===== src/rtl/capture_sequencer.sv =====
// rtl/capture_sequencer.sv - frame-aligned capture window controller with vsync sync and watchdog
module capture_sequencer #(
    parameter logic [7:0]  FRAMES  = 8'd1,
    parameter logic [26:0] TIMEOUT = 27'd80_000_000,
    parameter logic        VS_POL  = 1'b1
) (
    input  logic       clk,
    input  logic       rst,
    input  logic       sw1,
    input  logic       sw2,
    input  logic       vsync,
    output logic       cap_en,
    output logic       frame_start,
    output logic       frame_done,
    output logic       busy,
    output logic       cont_mode,
    output logic       timeout_err,
    output logic [7:0] frame_cnt
);

    typedef enum logic [1:0] {IDLE, ARM, CAPT} state_t;

    // A zero frame count would otherwise mean "never finish".
    localparam logic [7:0]  FRAMES_EFF = (FRAMES == 8'd0) ? 8'd1 : FRAMES;
    localparam logic [26:0] WD_LAST    = TIMEOUT - 27'd1;

    state_t      state, state_n;
    logic        vs_meta, vs_sync, vs_prev, bnd;
    logic [7:0]  rem, rem_n, cnt_n;
    logic [26:0] wd, wd_n;
    logic        cont_n, terr_n, fs_n, fd_n, cap_n, busy_n;

    // Two-stage synchroniser followed by a registered rising-edge (frame boundary) detector.
    always_ff @(posedge clk or negedge rst) begin
        if (!rst) begin
            vs_meta <= ~VS_POL;
            vs_sync <= ~VS_POL;
            vs_prev <= ~VS_POL;
            bnd     <= 1'b0;
        end else begin
            vs_meta <= vsync;
            vs_sync <= vs_meta;
            vs_prev <= vs_sync;
            bnd     <= (vs_sync == VS_POL) && (vs_prev != VS_POL);
        end
    end

    // State, counters and all outputs are registered together so they change on the same edge.
    always_ff @(posedge clk or negedge rst) begin
        if (!rst) begin
            state       <= IDLE;
            rem         <= 8'd0;
            wd          <= 27'd0;
            cont_mode   <= 1'b0;
            timeout_err <= 1'b0;
            frame_cnt   <= 8'd0;
            frame_start <= 1'b0;
            frame_done  <= 1'b0;
            cap_en      <= 1'b0;
            busy        <= 1'b0;
        end else begin
            state       <= state_n;
            rem         <= rem_n;
            wd          <= wd_n;
            cont_mode   <= cont_n;
            timeout_err <= terr_n;
            frame_cnt   <= cnt_n;
            frame_start <= fs_n;
            frame_done  <= fd_n;
            cap_en      <= cap_n;
            busy        <= busy_n;
        end
    end

    // Next-state logic: request handling, boundary stepping and watchdog abort.
    always_comb begin
        state_n = state;
        rem_n   = rem;
        wd_n    = wd;
        cont_n  = cont_mode;
        terr_n  = timeout_err;
        cnt_n   = frame_cnt;
        fs_n    = 1'b0;
        fd_n    = 1'b0;
        case (state)
            IDLE: begin
                wd_n = 27'd0;
                if (sw2) begin
                    // sw2 takes priority; a simultaneous sw1 is dropped.
                    cont_n = ~cont_mode;
                    if (!cont_mode) begin
                        state_n = ARM;
                        terr_n  = 1'b0;
                    end
                end else if (sw1) begin
                    state_n = ARM;
                    rem_n   = FRAMES_EFF;
                    terr_n  = 1'b0;
                end
            end
            ARM: begin
                if (sw2) begin
                    cont_n = ~cont_mode;
                end
                if (sw2 && cont_mode) begin
                    state_n = IDLE;
                    wd_n    = 27'd0;
                end else if (bnd) begin
                    state_n = CAPT;
                    fs_n    = 1'b1;
                    wd_n    = 27'd0;
                end else if (wd == WD_LAST) begin
                    state_n = IDLE;
                    cont_n  = 1'b0;
                    terr_n  = 1'b1;
                    wd_n    = 27'd0;
                end else begin
                    wd_n = wd + 27'd1;
                end
            end
            CAPT: begin
                // Leaving continuous mode finishes exactly one more frame.
                if (sw2) begin
                    cont_n = ~cont_mode;
                    rem_n  = 8'd1;
                end
                if (bnd) begin
                    fd_n  = 1'b1;
                    cnt_n = frame_cnt + 8'd1;
                    wd_n  = 27'd0;
                    if (cont_n) begin
                        fs_n = 1'b1;
                    end else if (rem_n <= 8'd1) begin
                        state_n = IDLE;
                    end else begin
                        rem_n = rem_n - 8'd1;
                        fs_n  = 1'b1;
                    end
                end else if (wd == WD_LAST) begin
                    state_n = IDLE;
                    cont_n  = 1'b0;
                    terr_n  = 1'b1;
                    wd_n    = 27'd0;
                end else begin
                    wd_n = wd + 27'd1;
                end
            end
            default: begin
                state_n = IDLE;
            end
        endcase
        cap_n  = (state_n == CAPT);
        busy_n = (state_n != IDLE);
    end

endmodule

===== config.mk =====
export PLATFORM = sky130hd
export DESIGN_NAME = capture_sequencer
export DESIGN_NICKNAME = d
export VERILOG_FILES = /design/src/rtl/capture_sequencer.sv
export SDC_FILE = /design/constraint.sdc
export NUM_CORES = 1
export LEC_CHECK = 0
export ABC_AREA = 1
export CAP_MARGIN = 20
export CELL_PAD_IN_SITES_DETAIL_PLACEMENT = 1
export CELL_PAD_IN_SITES_GLOBAL_PLACEMENT = 1
export CORE_ASPECT_RATIO = 2
export CORE_MARGIN = 3
export CORE_UTILIZATION = 45
export DETAILED_ROUTE_END_ITERATION = 6
export PLACE_DENSITY = 0.87
export SETUP_SLACK_MARGIN = 0.5
export SYNTH_ARGS = -nofsm -noshare
export SYNTH_HDL_FRONTEND = slang
export SYNTH_SLANG_ARGS = --single-unit
export TNS_END_PERCENT = 5

===== constraint.sdc =====
create_clock -name clk -period 2.1 [get_ports clk]
set_clock_uncertainty 0.1 [all_clocks]
set_input_delay 0.42 -clock clk [delete_from_list [all_inputs] [get_ports clk]]
set_output_delay 0.42 -clock clk [all_outputs]
set_load 0.01 [all_outputs]

==> metrics.md, run 1 <==
| Metric | Value |
|---|---|
| Outcome | finished, final reports clean |
| Worst-path maximum fanout | 4 |
| Most frequent cells in the layout | nand2_1 (90), dfrtp_1 (52), nor2_1 (41) |
| Yosys reg bits | 55 |
| H-tree Lvls | 2 |
| Cell count after synthesis | 401 |
| Peak VDD IR | 0.000855 V |
| Root buf cell | clkbuf_16 |
| Residual DRC | 0 |
| First-iteration detailed-routing DRC count | 135 |
| Row count | 42 |
| ANT nets after route | 0 |
| Fin. Hold Viols | 0 |
| Worst-Skew Late Latency | 310 ps |
| Pre-CTS WS | -521 ps |
| First-pass GRT wire length | 17600 µm |
| Worst path max stage delay | 490 ps |
| Unrepaired setup endpoints after global routing | true |
| Final setup vio count | 0 |
| IO buf count | 18 |
| Die area | 0.00821 mm² |
| Vias | 3142 |
| Vias per inst | 5.67 |
| Max_slew headroom | 62.9% |
| Die extent in x | 65.6 µm |
| Routed len/inst | 22.2 µm |
| Worst path cell trace | nand2_4 -> ha_4 -> inv_2 -> nand2_2 -> nand2_2 -> nor2_4 -> inv_4 -> nand2_1 -> buf_4 -> o22ai_1 -> nand3_1 -> nand2_1 |
| Req. time, crit path | 2240 ps |
| Top-Level Pins | 19 |
| Pin count of the biggest net entering global routing | 41 |
| Worst setup margin | 105 ps |
| Dpl hpwl | 8000 µm |
| Post-synth cell types | 37 |
| Final worst path period need | 2000 ps |
| Syn Std Cell Area | 0.00319 mm² |
| Critical path class | reg -> reg |
| CP Buf/Inv Count | 3 |
| Gr ovfl total | 0 |
| Slowest cell on the critical path | dfrtp_1 |
| Lkg Pwr | 1.89 nW |
| Gpl congestion | 0.931 |
| Antenna violations before repair | 0 |
| Drt pass-1 iters | 4 |
| Die Ht | 125 µm |
| Syn Nets | 416 |
| Max clock buf depth | 2 |
| Hold Crit Class | reg -> reg |
| Crit end category | flop |
| Layout cells sized above 1 | 28.8% |
| Area of the core | 0.00678 mm² |
| Final nets | 480 |
| Max frequency | 501 MHz |
| Worst-margin pin slew | 553 ps |
| Worst path top cell family by delay | simple AND/OR/NAND/NOR gates |
| CTS tree | done |
| Tot GR Track Use | 28.6% |
| Clk pin slew, worst setup/hold paths | 80 ps |
| CTS Sinks | 55 |
| R2R Setup Slk | 100 ps |
| Worst setup SP type | flop |
| Crit path DAT | 2140 ps |
| Max-Cap Viols | 0 |
| Final core utilization | 62.6% |
| Avg Inst Size Synth | 7.97 µm² |
| Synth warnings | 0 |
| Fin. max-slew vios | 0 |
| Commonest non-fill, non-tap cell in the layout | nand2_1 |
| Vias in the first global route | 3526 |
| Area delta synth->final | 32.9% |
| TritonCTS Buffers | 5 |
| Fin crit share | 95.0% |
| Pwr Density | 831 mW/mm² |
| Seq/Total Area, Yosys | 43.1% |
| Diode count | 0 |
| Initial Utilization | 47.1% |
| Final wirelength | 12300 µm |
flip-flops by register name, indices dropped and copies added (netlist names):
name / cells
wd: 27
frame_cnt: 8
rem: 8
state: 2
bnd: 1
busy: 1
cap_en: 1
cont_mode: 1
frame_done: 1
frame_start: 1
timeout_err: 1
vs_meta: 1
vs_prev: 1
vs_sync: 1
cell families after synthesis:
kind of cell	share of synthesized area [%]
compound gates	8.07
xor+xnor	8.50
fa+ha+maj	3.92
buf+inv	7.48
flops	43.1
mux	0.705
simple gates	28.2
synthesized netlist by cell type (all sizes together):
cell type,n,area [µm²]
nor3b,1,12.5
nor2,56,238
a21oi,7,35.0
nand2,106,410
o2111ai,1,8.76
inv,53,199
o22a,1,8.76
nand4,11,75.1
clkinv,1,5.00
a22o,1,8.76
a31oi,1,12.5
o21bai,1,7.51
mux2i,1,22.5
o22ai,4,31.3
buf,4,31.3
or2,1,6.26
xor2,26,228
a22oi,1,7.51
ha,10,125
clkbuf,1,3.75
xnor2,5,43.8
nor3,15,80.1
dfrtp,55,1380
nand3,15,80.1
o21ai,23,138
stage by stage:
stage                     setup TNS (ps)  instance area [µm²]  hold slack [ps]  cells  total power, W
after floorplan                        0                 3270             24.4    401         0.00188
after global placement             -9560                 3780              244    533         0.00233
after detailed placement          -11550                 3780              251    533         0.00239
after CTS                              0                 4080              281    549         0.00335
after global routing                   0                 4250              302    554         0.00368
final                                  0                 4250              278    554         0.00353
path summary, 6_finish.rpt:
path | start | endpoint | depth (start not counted)
setup / recovery | rem[1]$_DFFE_PN0P_ | rem[4]$_DFFE_PN0P_ | 12
hold / removal | vs_meta$_DFF_PN0_ | vs_sync$_DFF_PN0_ | 0
setup reg to reg | rem[1]$_DFFE_PN0P_ | rem[4]$_DFFE_PN0P_ | 12
hold reg to reg | vs_meta$_DFF_PN0_ | vs_sync$_DFF_PN0_ | 0
max in group asynchronous | rst | state[0]$_DFF_PN0_ | 3
min in group asynchronous | rst | rem[5]$_DFFE_PN0P_ | 2
what timing repair did:
| action | CTS | global route |
|---|---|---|
| gates cloned | 0 | 1 |
| gates resized for setup | 32 | 34 |
| setup endpoints to repair | 62 | 62 |
| hold buffers | 1 | 0 |
| pin swaps | 12 | 16 |
| setup buffers | 7 | 4 |
| hold endpoints to repair | 15 | 0 |
report_power, final:
| group | switching (W) | internal [W] |
|---|---|---|
| registers | 0.0000956 | 0.00115 |
| clock network | 0.000420 | 0.000454 |
| logic | 0.000864 | 0.000548 |
final cells by class:
| class | count | area [µm²] |
|---|---|---|
| well taps | 88 | 110 |
| inverters | 54 | 229 |
| fillers | 805 | 2530 |
| repair buffers | 62 | 567 |
| multi-input cells | 287 | 1810 |
| flip-flops and latches | 55 | 1380 |
| clock buffers | 5 | 125 |
| clock inverters | 3 | 26.3 |
metal layers:
metal,share of wire (%),up-vias,track usage [%]
met5,0,-,0
met1,31,1559,24.4
met2,59,117,54.9
met3,2.9,61,5.21
li1,-,1405,-
met4,6.6,0,20.7
Note: power is estimated with default switching activity, not from simulation.
==> run 2, diff against run 1 <==
--- a/config.mk
+++ b/config.mk
@@ -13,6 +13,7 @@
 export CORE_MARGIN = 3
 export CORE_UTILIZATION = 45
 export DETAILED_ROUTE_END_ITERATION = 6
+export GPL_TIMING_DRIVEN = 0
 export PLACE_DENSITY = 0.87
 export SETUP_SLACK_MARGIN = 0.5
 export SYNTH_ARGS = -nofsm -noshare
==> metrics.md, run 2 (same netlist as run 1, synthesis figures left out) <==
| Metric | Value |
|---|---|
| Outcome | finished, final reports clean |
| Die area | 0.00821 mm² (unchanged) |
| H-tree Lvls | 2 (unchanged) |
| TritonCTS Buffers | 5 (unchanged) |
| Die extent in x | 65.6 µm (unchanged) |
| Vias per inst | 5.74 (+1.2%) |
| Antenna violations before repair | 0 (unchanged) |
| Critical path class | reg -> reg |
| Largest reg by FF count | wd |
| Area delta synth->final | 33.1% |
| Pin count of the biggest net entering global routing | 32 (-22%) |
| CTS tree | done |
| ANT nets after route | 0 (unchanged) |
| Unrepaired setup endpoints after global routing | true |
| Gr ovfl total | 0 (unchanged) |
| Req. time, crit path | 2220 ps (-20 ps) |
| Worst-Skew Late Latency | 300 ps (about the same) |
| Max_slew headroom | 57.8% (-5.0 points) |
| Fin. Hold Viols | 0 (unchanged) |
| Layout cells sized above 1 | 32.4% (+3.6 points) |
| Area after DPL | 0.00358 mm² (-5.4%) |
| First-pass GRT wire length | 17800 µm (+1.6%) |
| Max-Cap Viols | 0 (unchanged) |
| Post-route cell area | 0.00425 mm² (+0.12%) |
| Crit path DAT | 2130 ps (about the same) |
| Worst path top cell family by delay | simple AND/OR/NAND/NOR gates |
| Worst-path maximum fanout | 7 (+3) |
| Fin. max-slew vios | 0 (unchanged) |
| Worst path max stage delay | 470 ps (-20 ps) |
| Slowest cell on the critical path | dfrtp_2 |
| R2R Setup Slk | 90 ps (-20 ps) |
| Max clock buf depth | 2 (unchanged) |
| Dpl cells | 508 (-4.7%) |
| IO buf count | 18 (unchanged) |
| Most frequent cells in the layout | nand2_1 (88), dfrtp_1 (44), nor2_1 (38) |
| Commonest non-fill, non-tap cell in the layout | nand2_1 |
| Vias in the first global route | 3414 (-3.2%) |
| Routed len/inst | 22.3 µm (+0.45%) |
| Gpl congestion | 0.940 (+0.93%) |
| Largest registers | wd (27), frame_cnt (8), rem (8) |
| Worst-margin pin slew | 633 ps (+79.8 ps) |
| Lkg Pwr | 1.88 nW (-0.79%) |
| Dpl hpwl | 7220 µm (-9.7%) |
| Row count | 42 (unchanged) |
| Clk pin slew, worst setup/hold paths | 80 ps (about the same) |
| Root buf cell | clkbuf_16 |
| Top-Level Pins | 19 (unchanged) |
| Diode count | 0 (unchanged) |
| R2R cell count | 8 (-4) |
| Crit Reg-Reg Endpoint | wd[25]$_DFFE_PN0P_ |
| Vias | 3179 (+1.2%) |
| Power Total | 0.00361 W (+2.3%) |
| Residual DRC | 0 (unchanged) |
| CP Buf/Inv Count | 2 (-1) |
| Area of the core | 0.00678 mm² (unchanged) |
| Final setup vio count | 0 (unchanged) |
| Max frequency | 497 MHz (-0.81%) |
| Peak VDD IR | 0.000712 V (-17%) |
| Number of flip-flops in the largest register | 27 (unchanged) |
| First-iteration detailed-routing DRC count | 148 (+9.6%) |
| Final worst path period need | 2010 ps (+16.2 ps) |
| Tot GR Track Use | 29.1% (+0.57 points) |
| Final nets | 480 (unchanged) |
| Hold Crit Class | in -> async |
| Pwr Density | 849 mW/mm² (+2.2%) |
| Worst hold slack | 26.1 ps (-252 ps) |
| Crit end category | flop |
| Worst r2r src | state[0]$_DFF_PN0_ |
| Worst path cell trace | ha_4 -> inv_4 -> nand4_1 -> inv_2 -> nand4_1 -> nor2_1 -> nor2_1 -> nor3_2 |
| Die Ht | 125 µm (unchanged) |
| Fin crit share | 95.8% (+0.77 points) |
| Initial Utilization | 47.1% (unchanged) |
| Final wirelength | 12400 µm (+0.45%) |
| Post-Layout Cell Count | 554 (unchanged) |
| Sum Neg Setup Slack | 0 ps (unchanged) |
| Worst setup SP type | flop |
| Drt pass-1 iters | 4 (unchanged) |
| CTS Sinks | 55 (unchanged) |
run 2: cell count changes in the layout (fill, tap and decap cells not counted), moves of 3 or more:
| cell | before | now |
|---|---|---|
| dfrtp_2 | 3 | 11 |
| inv_1 | 37 | 33 |
| dfrtp_1 | 52 | 44 |
| nor2_1 | 41 | 38 |
run 2: worst max path at each step:
stage	from	end	slack [ps]	cells after the start
floorplan	sw2	rem[7]$_DFFE_PN0P_	340	15
global placement	rst	wd[1]$_DFFE_PN0P_	-1180	1
detailed placement	sw2	busy$_DFF_PN0_	-740	16
CTS	rem[0]$_DFFE_PN0P_	busy$_DFF_PN0_	260	15
global route	state[0]$_DFF_PN0_	wd[25]$_DFFE_PN0P_	20	8
finish	state[0]$_DFF_PN0_	wd[25]$_DFFE_PN0P_	90	8
run 2: report_power, final:
group | total [W] | switching [W] | internal [W]
clock | 0.000853 | 0.000411 | 0.000442
sequential | 0.00124 | 0.0000978 | 0.00115
combinational | 0.00151 | 0.000915 | 0.000596
total | 0.00361 | 0.00142 | 0.00218
run 2: through the flow:
step                      utilization [%]  setup WS [ps]
after floorplan                         -            342
after global placement               52.5          -1180
after detailed placement             52.8           -740
after CTS                            59.4            261
after global routing                 62.7           15.5
final                                62.7           88.4
run 2: area by class of cell:
| cell class | instances | area [µm²] |
|---|---|---|
| fill | 794 | 2530 |
| tap | 88 | 110 |
| clock buffer | 6 | 129 |
| sequential | 55 | 1390 |
| clock inverter | 2 | 12.5 |
| multi-input combinational | 287 | 1840 |
| inverter | 54 | 234 |
| buffer | 5 | 50.0 |
| timing repair buffer | 57 | 485 |
run 2: metal layers:
layer / share of wire (%) / GRT usage, % / wire length, µm
met5: 0 / 0 / 0
met4: 8.1 / 19.4 / 1010
met3: 3.1 / 5.12 / 386
met2: 57 / 55.2 / 6990
met1: 32 / 26.6 / 3980
run 2: repair_timing:
item,4_1_cts,5_1_grt
endpoints found under the setup margin,62,62
buffers inserted,20,17
resized for setup,56,38
pin swaps,17,17
hold buffers,0,0
cloned,1,0
==> run 3, diff against run 2 <==
==> constraint.sdc (replaced) <==
create_clock -name clk -period 2.35 [get_ports clk]
set_clock_uncertainty 0.1 [all_clocks]
set_input_delay 0.47 -clock clk [delete_from_list [all_inputs] [get_ports clk]]
set_output_delay 0.47 -clock clk [all_outputs]
set_load 0.01 [all_outputs]
==> metrics.md, run 3 (same netlist as run 1, synthesis figures left out) <==
| Metric | Value |
|---|---|
| Vias in the first global route | 3227 (-5.5%) |
| Most frequent cells in the layout | nand2_1 (89), dfrtp_1 (50), inv_1 (40), nor2_1 (40), buf_4 (29) |
| Pre-CTS WS | -444 ps (+295 ps) |
| H-tree Lvls | 2 (unchanged) |
| Routed len/inst | 23.0 µm (+3.2%) |
| Dpl hpwl | 6660 µm (-7.8%) |
| Fin. Hold Viols | 17 (+17) |
| Unrepaired setup endpoints after global routing | true |
| Max clock buf depth | 2 (unchanged) |
| Die area | 0.00821 mm² (unchanged) |
| TritonCTS Buffers | 5 (unchanged) |
| Max-Cap Viols | 0 (unchanged) |
| Drt pass-1 iters | 4 (unchanged) |
| Fin crit share | 85.9% (-9.9 points) |
| Worst-path maximum fanout | 6 (-1) |
| Fin. max-slew vios | 0 (unchanged) |
| First-iteration detailed-routing DRC count | 219 (+48%) |
| Req. time, crit path | 2490 ps (+270 ps) |
| Max frequency | 495 MHz (-0.34%) |
| Gr ovfl total | 0 (unchanged) |
| GRT Max-Usage Layer | met2 |
| Layout cells sized above 1 | 28.8% (-3.6 points) |
| Root buf cell | clkbuf_16 |
| Power share of the combinational group | 42.3% (+0.4 points) |
| Row count | 42 (unchanged) |
| Area of the core | 0.00678 mm² (unchanged) |
| Diode count | 0 (unchanged) |
| Area delta synth->final | 32.2% |
| Initial Utilization | 47.1% (unchanged) |
| ANT nets after route | 0 (unchanged) |
| Hold Crit Class | in -> async |
| Critical path class | reg -> reg |
| Pin count of the biggest net entering global routing | 39 (+22%) |
| Top-Level Pins | 19 (unchanged) |
| CTS tree | done |
| Worst-margin pin slew | 575 ps (-57.7 ps) |
| GR Layer Usage met3 | 4.22% (-0.90 points) |
| Worst setup SP type | flop |
| First-pass GRT wire length | 15800 µm (-12%) |
| Vias | 3148 (-0.98%) |
| Die extent in x | 65.6 µm (unchanged) |
| Final wirelength | 12600 µm (+1.9%) |
| Switch share | 41.2% (+1.8 points) |
| Lkg Pwr | 1.90 nW (+0.93%) |
| Share of power burned in registers | 33.0% (-1.5 points) |
| Worst hold slack | -18.8 ps (-44.9 ps) |
| IO buf count | 18 (unchanged) |
| Final worst path period need | 2020 ps (+6.86 ps) |
| Tot GR Track Use | 25.4% (-3.8 points) |
| R2R Setup Slk | 330 ps (+240 ps) |
| Residual DRC | 0 (unchanged) |
| Grt met1 use | 23.7% (-2.9 points) |
| Largest reg by FF count | wd |
| Met2 Usage GRT | 48.1% (-7.1 points) |
| Pwr Density | 800 mW/mm² (-5.7%) |
| Final nets | 473 (-1.5%) |
| Hold_buf cts | 0 (unchanged) |
| Gpl congestion | 0.888 (-5.5%) |
| R2R cell count | 8 (unchanged) |
| Worst-Skew Late Latency | 320 ps (+20 ps) |
| Final core utilization | 62.3% (-0.42 points) |
| Failing checks | negative hold slack |
| CTS Sinks | 55 (unchanged) |
| Area after DPL | 0.00352 mm² (-1.5%) |
| Crit path DAT | 2160 ps (+30 ps) |
| Antenna violations before repair | 0 (unchanged) |
| Peak VDD IR | 0.000670 V (-5.9%) |
| Max_slew headroom | 61.3% (+3.4 points) |
| Largest registers | wd (27), frame_cnt (8), rem (8) |
| Post-route cell area | 0.00422 mm² (-0.68%) |
| Vias per inst | 5.76 (+0.29%) |
| Die Ht | 125 µm (unchanged) |
| Worst setup margin | 331 ps (+243 ps) |
| Clock power frac | 24.7% (+1.1 points) |
| Commonest non-fill, non-tap cell in the layout | nand2_1 |
| Clk pin slew, worst setup/hold paths | 80 ps (about the same) |
| Internal power | 0.00198 W (-9.1%) |
| Final setup vio count | 0 (unchanged) |
| Number of flip-flops in the largest register | 27 (unchanged) |
| Outcome | finished with violations |
| Sw Pwr | 0.00139 W (-2.2%) |
| Crit end category | flop |
## run 3: cell types whose count changed in the layout (fill, tap and decap cells not counted), moves of 6 or more
cell	previous run	this run
inv_1	33	40
buf_4	37	29
dfrtp_2	11	5
dfrtp_1	44	50
inv_2	15	9
## run 3: per-layer routing
| layer | vias up | wire length, µm |
|---|---|---|
| li1 | 1387 | - |
| met1 | 1585 | 4270 |
| met2 | 116 | 7000 |
| met3 | 60 | 422 |
| met4 | 0 | 908 |
| met5 | - | 0 |
## run 3: timing repair
item | 4_1_cts | 5_1_grt
cloned | 0 | 1
endpoints found under the setup margin | 49 | 52
resized for setup | 25 | 68
pin swaps | 5 | 21
buffers inserted | 7 | 23
## run 3: final cells by class
class                      count  area, µm²
sequential                    55       1380
buffer                         5       53.8
tap                           88        110
fill                         758       2560
clock buffer                   5        125
timing repair buffer          50        460
clock inverter                 3       31.3
inverter                      54        221
multi-input combinational    287       1840
## run 3: power groups by stage
stage | combinational, W | clock, W | sequential, W
4_1_cts | 0.000997 | 0.000817 | 0.00109
5_1_grt | 0.00150 | 0.000856 | 0.00112
2_1_floorplan | 0.000544 | 0 | 0.00112
6_report | 0.00143 | 0.000835 | 0.00112
3_5_place_dp | 0.000887 | 0 | 0.00111
3_3_place_gp | 0.000861 | 0 | 0.00111
## run 3: path summary, 6_finish.rpt
kind | from | endpoint
max in group asynchronous | rst | state[1]$_DFF_PN0_
setup / recovery | state[0]$_DFF_PN0_ | rem[1]$_DFFE_PN0P_
setup reg to reg | state[0]$_DFF_PN0_ | rem[1]$_DFFE_PN0P_
hold / removal | rst | wd[1]$_DFFE_PN0P_
min in group clk | vs_meta$_DFF_PN0_ | vs_sync$_DFF_PN0_
hold reg to reg | vs_meta$_DFF_PN0_ | vs_sync$_DFF_PN0_
## run 3: worst max-delay path, cell delays in order, from the launching register on
cell and delay (ps):
dfrtp_2 480, inv_1 150, ha_1 330, nor2_2 230, a31oi_4 60, nor2_4 190, inv_1 110, a21oi_1 140
a22o_1 160
## run 3: metrics by stage
step	power (W)	TNS [ps]	hold WS, ps	cells
floorplan	0.00166	0	74.4	401
global route	0.00348	0	3.36	547
CTS	0.00290	0	4.22	523
global placement	0.00197	-61280	234	507
detailed placement	0.00200	-5180	243	508
finish	0.00338	0	-18.8	547
==> patch 1 (flow settings as in run 2) <==
Encoding of `state_t`: now one-hot (3 bits for 3 states).
--- a/src/rtl/capture_sequencer.sv
+++ b/src/rtl/capture_sequencer.sv
@@ -19,5 +19,5 @@
 );
 
-    typedef enum logic [1:0] {IDLE, ARM, CAPT} state_t;
+    typedef enum logic [2:0] {IDLE = 3'b001, ARM = 3'b010, CAPT = 3'b100} state_t;
 
     // A zero frame count would otherwise mean "never finish".
Check against the original RTL: no difference found for any inputs over 4 cycles, from zero or initial values and one cycle with rst low; so few cycles prove little.
==> patch 1 against run 2 <==
- sequential cell count up 1
- design area up 0.71%
- highest routed layer unchanged
- worst setup slack better by 0.21 ns
- wire length down 7.4%
- total power down 3.4%
- area after synthesis up 11%
==> patch 1: results (changes against run 2) <==
stage,metric,value,unit,change
run_status,outcome,completed,,
layout,drive_gt1_share,20.1,%,-12 points
global_routing,grt_util_met2,48.0,%,-7.2 points
timing,holdWs,0.0319,ns,+0.00577 ns
route,drtIter0Drc,167,,+13%
yosys,synthTopCellsByCount,"nand2_1, nor2_1, inv_1",,
layout,multi_input_cells,368,,+28%
worst_setup_path,worst_path_max_delay_cell,dfrtp_1,,
route,wirelength,11500,µm,-7.4%
placement,place_area,0.00389,mm²,+8.8%
placement,gp_congestion,0.911,,-3.1%
placement,dpl_worst_slack,-0.538,ns,+0.201 ns
global_routing,grt_pass1_vias,3744,,+9.7%
power_and_ir_drop,swShare,38.5,%,-0.99 points
power_and_ir_drop,power,3490,µW,-3.4%
worst_setup_path,r2r_end,wd[18],,
power_and_ir_drop,p_comb,1370,µW,-9%
global_routing,grt_use_met1,22.5,%,-4.0 points
route,met1_length,3880,µm,-2.6%
layout,area_delta_synth_final,20.4,%,
layout,regArea,0.00141,mm²,+1.4%
route,wl_met3,238,µm,-38%
route,routed-wl-met2,6730,µm,-3.8%
layout,fillers,1000,,+26%
layout,nNonClkInverters,73,,+35%
placement,dp_hpwl,8290,µm,+15%
yosys,avgSynthCellArea,7.07,µm²,-11%
yosys,synth.distinct_cells,33,,-11%
global_routing,grt_util_all_layers,25.3,%,-3.8 points
yosys,synthTopCellsByArea,"dfrtp_1, nand2_1, nor2_1",,
floorplan,dieArea,0.00907,mm²,+11%
layout,final_nets,552,,+15%
yosys,synth_fp_nets,513,,+23%
worst_setup_path,r2r_cells,9,,+1
worst_setup_path,cp_max_fo,10,,+3
global_routing,grt_max_degree,31,,-3.1%
layout,clkCellAreaFrac,3.57,%,+0.24 points
layout,buf_share,8.80,%,-3.8 points
worst_setup_path,crit_arrival,1.95,ns,-0.18 ns
global_routing,grt.met3_usage,3.08,%,-2.0 points
yosys,yosysSeqAreaShare,39.4,%,-3.6 points
placement,portBuffers,18,,unchanged
timing,slew_headroom,56.1,%,-1.7 points
power_and_ir_drop,p_leak,0.00201,µW,+6.7%
clock_network,cts_resized,18,,-68%
placement,dpl.cell_count,616,,+21%
worst_setup_path,cp_slowest_stage_delay,0.45,ns,-0.02 ns
layout,buffers,38,,-39%
clock_network,post_cts_buffers,2,,-90%
worst_setup_path,reg2reg_from,state[1],,
==> patch 1: cell count changes after synthesis, moves of 7 or more <==
cell | run 2 | this run
inv_1 | 50 | 61
inv_2 | 3 | 10
nand2_1 | 101 | 146
nand3_1 | 14 | 43
nor2_1 | 49 | 67
nor2_2 | 5 | 12
xor2_1 | 26 | 12
==> patch 1: how the worst max path moves through the flow <==
stage,startpoint,end,slack (ns),depth (start not counted)
after floorplan,cont_mode,rem[5],0.49,8
after global placement,rst,wd[23],-1.28,1
after detailed placement,sw2,rem[6],-0.54,11
after CTS,frame_cnt[3],frame_cnt[3],0.23,1
after global routing,state[1],wd[18],0.19,9
final,state[1],wd[18],0.29,9
==> patch 1: kinds of logic after synthesis <==
group,synth area share (%)
xor gates and xnor gates,3.94
adders and majority gates,1.76
AOI/OAI and AO/OA,5.07
and+or+nand+nor,40.5
DFF,39.4
buffers and inverters,9.32
==> patch 2 (config.mk and constraints of run 2) <==
Without the edit above. `VS_POL`: 1'b1 -> 1'b0.
--- a/src/rtl/capture_sequencer.sv
+++ b/src/rtl/capture_sequencer.sv
@@ -3,5 +3,5 @@
     parameter logic [7:0]  FRAMES  = 8'd1,
     parameter logic [26:0] TIMEOUT = 27'd80_000_000,
-    parameter logic        VS_POL  = 1'b1
+    parameter logic        VS_POL  = 1'b0
 ) (
     input  logic       clk,
Behaviour: not the same (a bounded check fails within 10 cycles, from zero or initial values and one cycle with rst low).
==> patch 2 against run 2 <==
- core utilization fell by 0.61 points
- sequential cell count stayed put
- worst setup slack better by 0.11 ns
- die area is 0.11% higher
- total power grew 1.4%
- area after synthesis grew 0.12%
- wire length fell by 10%
- design area down 0.97%
- hold slack better by 0.23 ns
- sequential share of layout area rose by 0.26 points
- via count is 4.4% lower
==> patch 2: results (changes against run 2) <==
stage,metric,value,unit,change
route,wl_met3,293,µm,-24%
yosys,synthTopCellsByCount,"nand2_1, dfrtp_1, inv_1",,
route,routedWlPerCell,20.3,µm,-9.2%
worst_setup_path,cp_max_fo,5,,-2
timing,worst_slew_pin_slew,0.488,ns,-0.144 ns
layout,drive_gt1_share,29.5,%,-2.9 points
global_routing,grt-busiest-layer,met2,,
yosys,yosysSeqAreaShare,43.2,%,+0.067 points
power_and_ir_drop,max-vdd-ir-drop,0.000590,V,-17%
clock_network,clock_path_buffers,2,,unchanged
route,drtIter0Drc,224,,+51%
yosys,synth-async-reset-ratio,100,%,unchanged
placement,dp_hpwl,6970,µm,-3.6%
route,vias,3040,,-4.4%
global_routing,grt_use_met1,24.4,%,-2.2 points
power_and_ir_drop,p_leak,0.00183,µW,-2.6%
placement,dpl_worst_slack,-0.737,ns,+0.00255 ns
global_routing,grt.met3_usage,3.23,%,-1.9 points
yosys,synthFlopType,dfrtp_1,,
yosys,synthTopCellsByArea,"dfrtp_1, nand2_1, xor2_1",,
worst_setup_path,crit_arrival,2.03,ns,-0.10 ns
clock_network,cts_buffers,5,,unchanged
global_routing,grt_util_met2,50.9,%,-4.2 points
yosys,synth_fp_nets,416,,unchanged
placement,place_area,0.00358,mm²,+0.10%
global_routing,grt_pass1_vias,3283,,-3.8%
run_status,outcome,completed,,
layout,fillers,793,,-0.13%
route,avgViaCountPerCell,5.57,,-3.0%
route,routed-wl-met2,6400,µm,-8.5%
yosys,synth.distinct_cells,38,,+2.7%
global_routing,grt_pass1_wl,16400,µm,-7.9%
placement,gp_congestion,0.913,,-2.9%
route,met1_length,3490,µm,-12%
yosys,yosysWarnings,0,,unchanged
global_routing,grt_max_degree,38,,+19%
layout,final_nets,472,,-1.7%
worst_setup_path,reg2reg_from,state[1],,
hold_path,hold_class,reg -> reg,,
global_routing,grt_util_all_layers,26.4,%,-2.7 points
yosys,avgSynthCellArea,7.98,µm²,+0.12%
==> patch 2: cell types whose count changed in the layout (fill, tap and decap cells not counted), sizes merged <==
cell	run 2	this run
dfstp	0	3
inv	53	54
buf	45	36
dlygate4sd3	0	1
clkbuf	7	6
dfrtp	55	52
==> patch 2: cell type report <==
class | count | area [µm²] | area share (%)
clock buffers | 5 | 125 | 2.97
plain buffers | 5 | 52.6 | 1.25
inverters | 54 | 231 | 5.50
well taps | 88 | 110 | 2.62
repair buffers | 49 | 428 | 10.2
flip-flops and latches | 55 | 1390 | 33.0
multi-input cells | 287 | 1850 | 43.9
clock inverters | 3 | 27.5 | 0.654
==> patch 2: worst paths after layout <==
path                                end  slack, ns  cells past startpoint
worst max-delay path              wd[0]       0.20                     10
worst min-delay path            vs_sync       0.25                      0
worst min register to register  vs_sync       0.25                      0
worst max register to register    wd[0]       0.20                     10
max in group asynchronous       vs_meta       0.74                      3
min in group asynchronous        cap_en       0.51                      2
==> patch 2: kinds of logic (layout without fill, tap and decap cells) <==
family	Yosys count	count (layout)	share of synthesized area (%)
AND/OR/NAND/NOR	205	205	28.2
buffers and inverters	59	116	7.47
flip-flops	55	55	43.2
AO/OA/AOI/OAI	40	40	8.06
XOR/XNOR	31	31	8.49
adder cells (fa/ha/maj)	10	10	3.91
multiplexers	1	1	0.704
==> patch 2: power breakdown <==
group / internal (µW) / switching (µW) / total, µW
registers: 1150 / 105 / 1260
logic: 635 / 887 / 1520
clock network: 454 / 427 / 881
==> patch 2: repair_timing <==
item                       in CTS  in global routing
buffers inserted               16                 12
resized for setup              43                 39
gates cloned                    1                  0
hold buffers                    1                  0
hold endpoints to repair       18                  0
pin swaps                      15                 10
setup endpoints to repair      62                 61
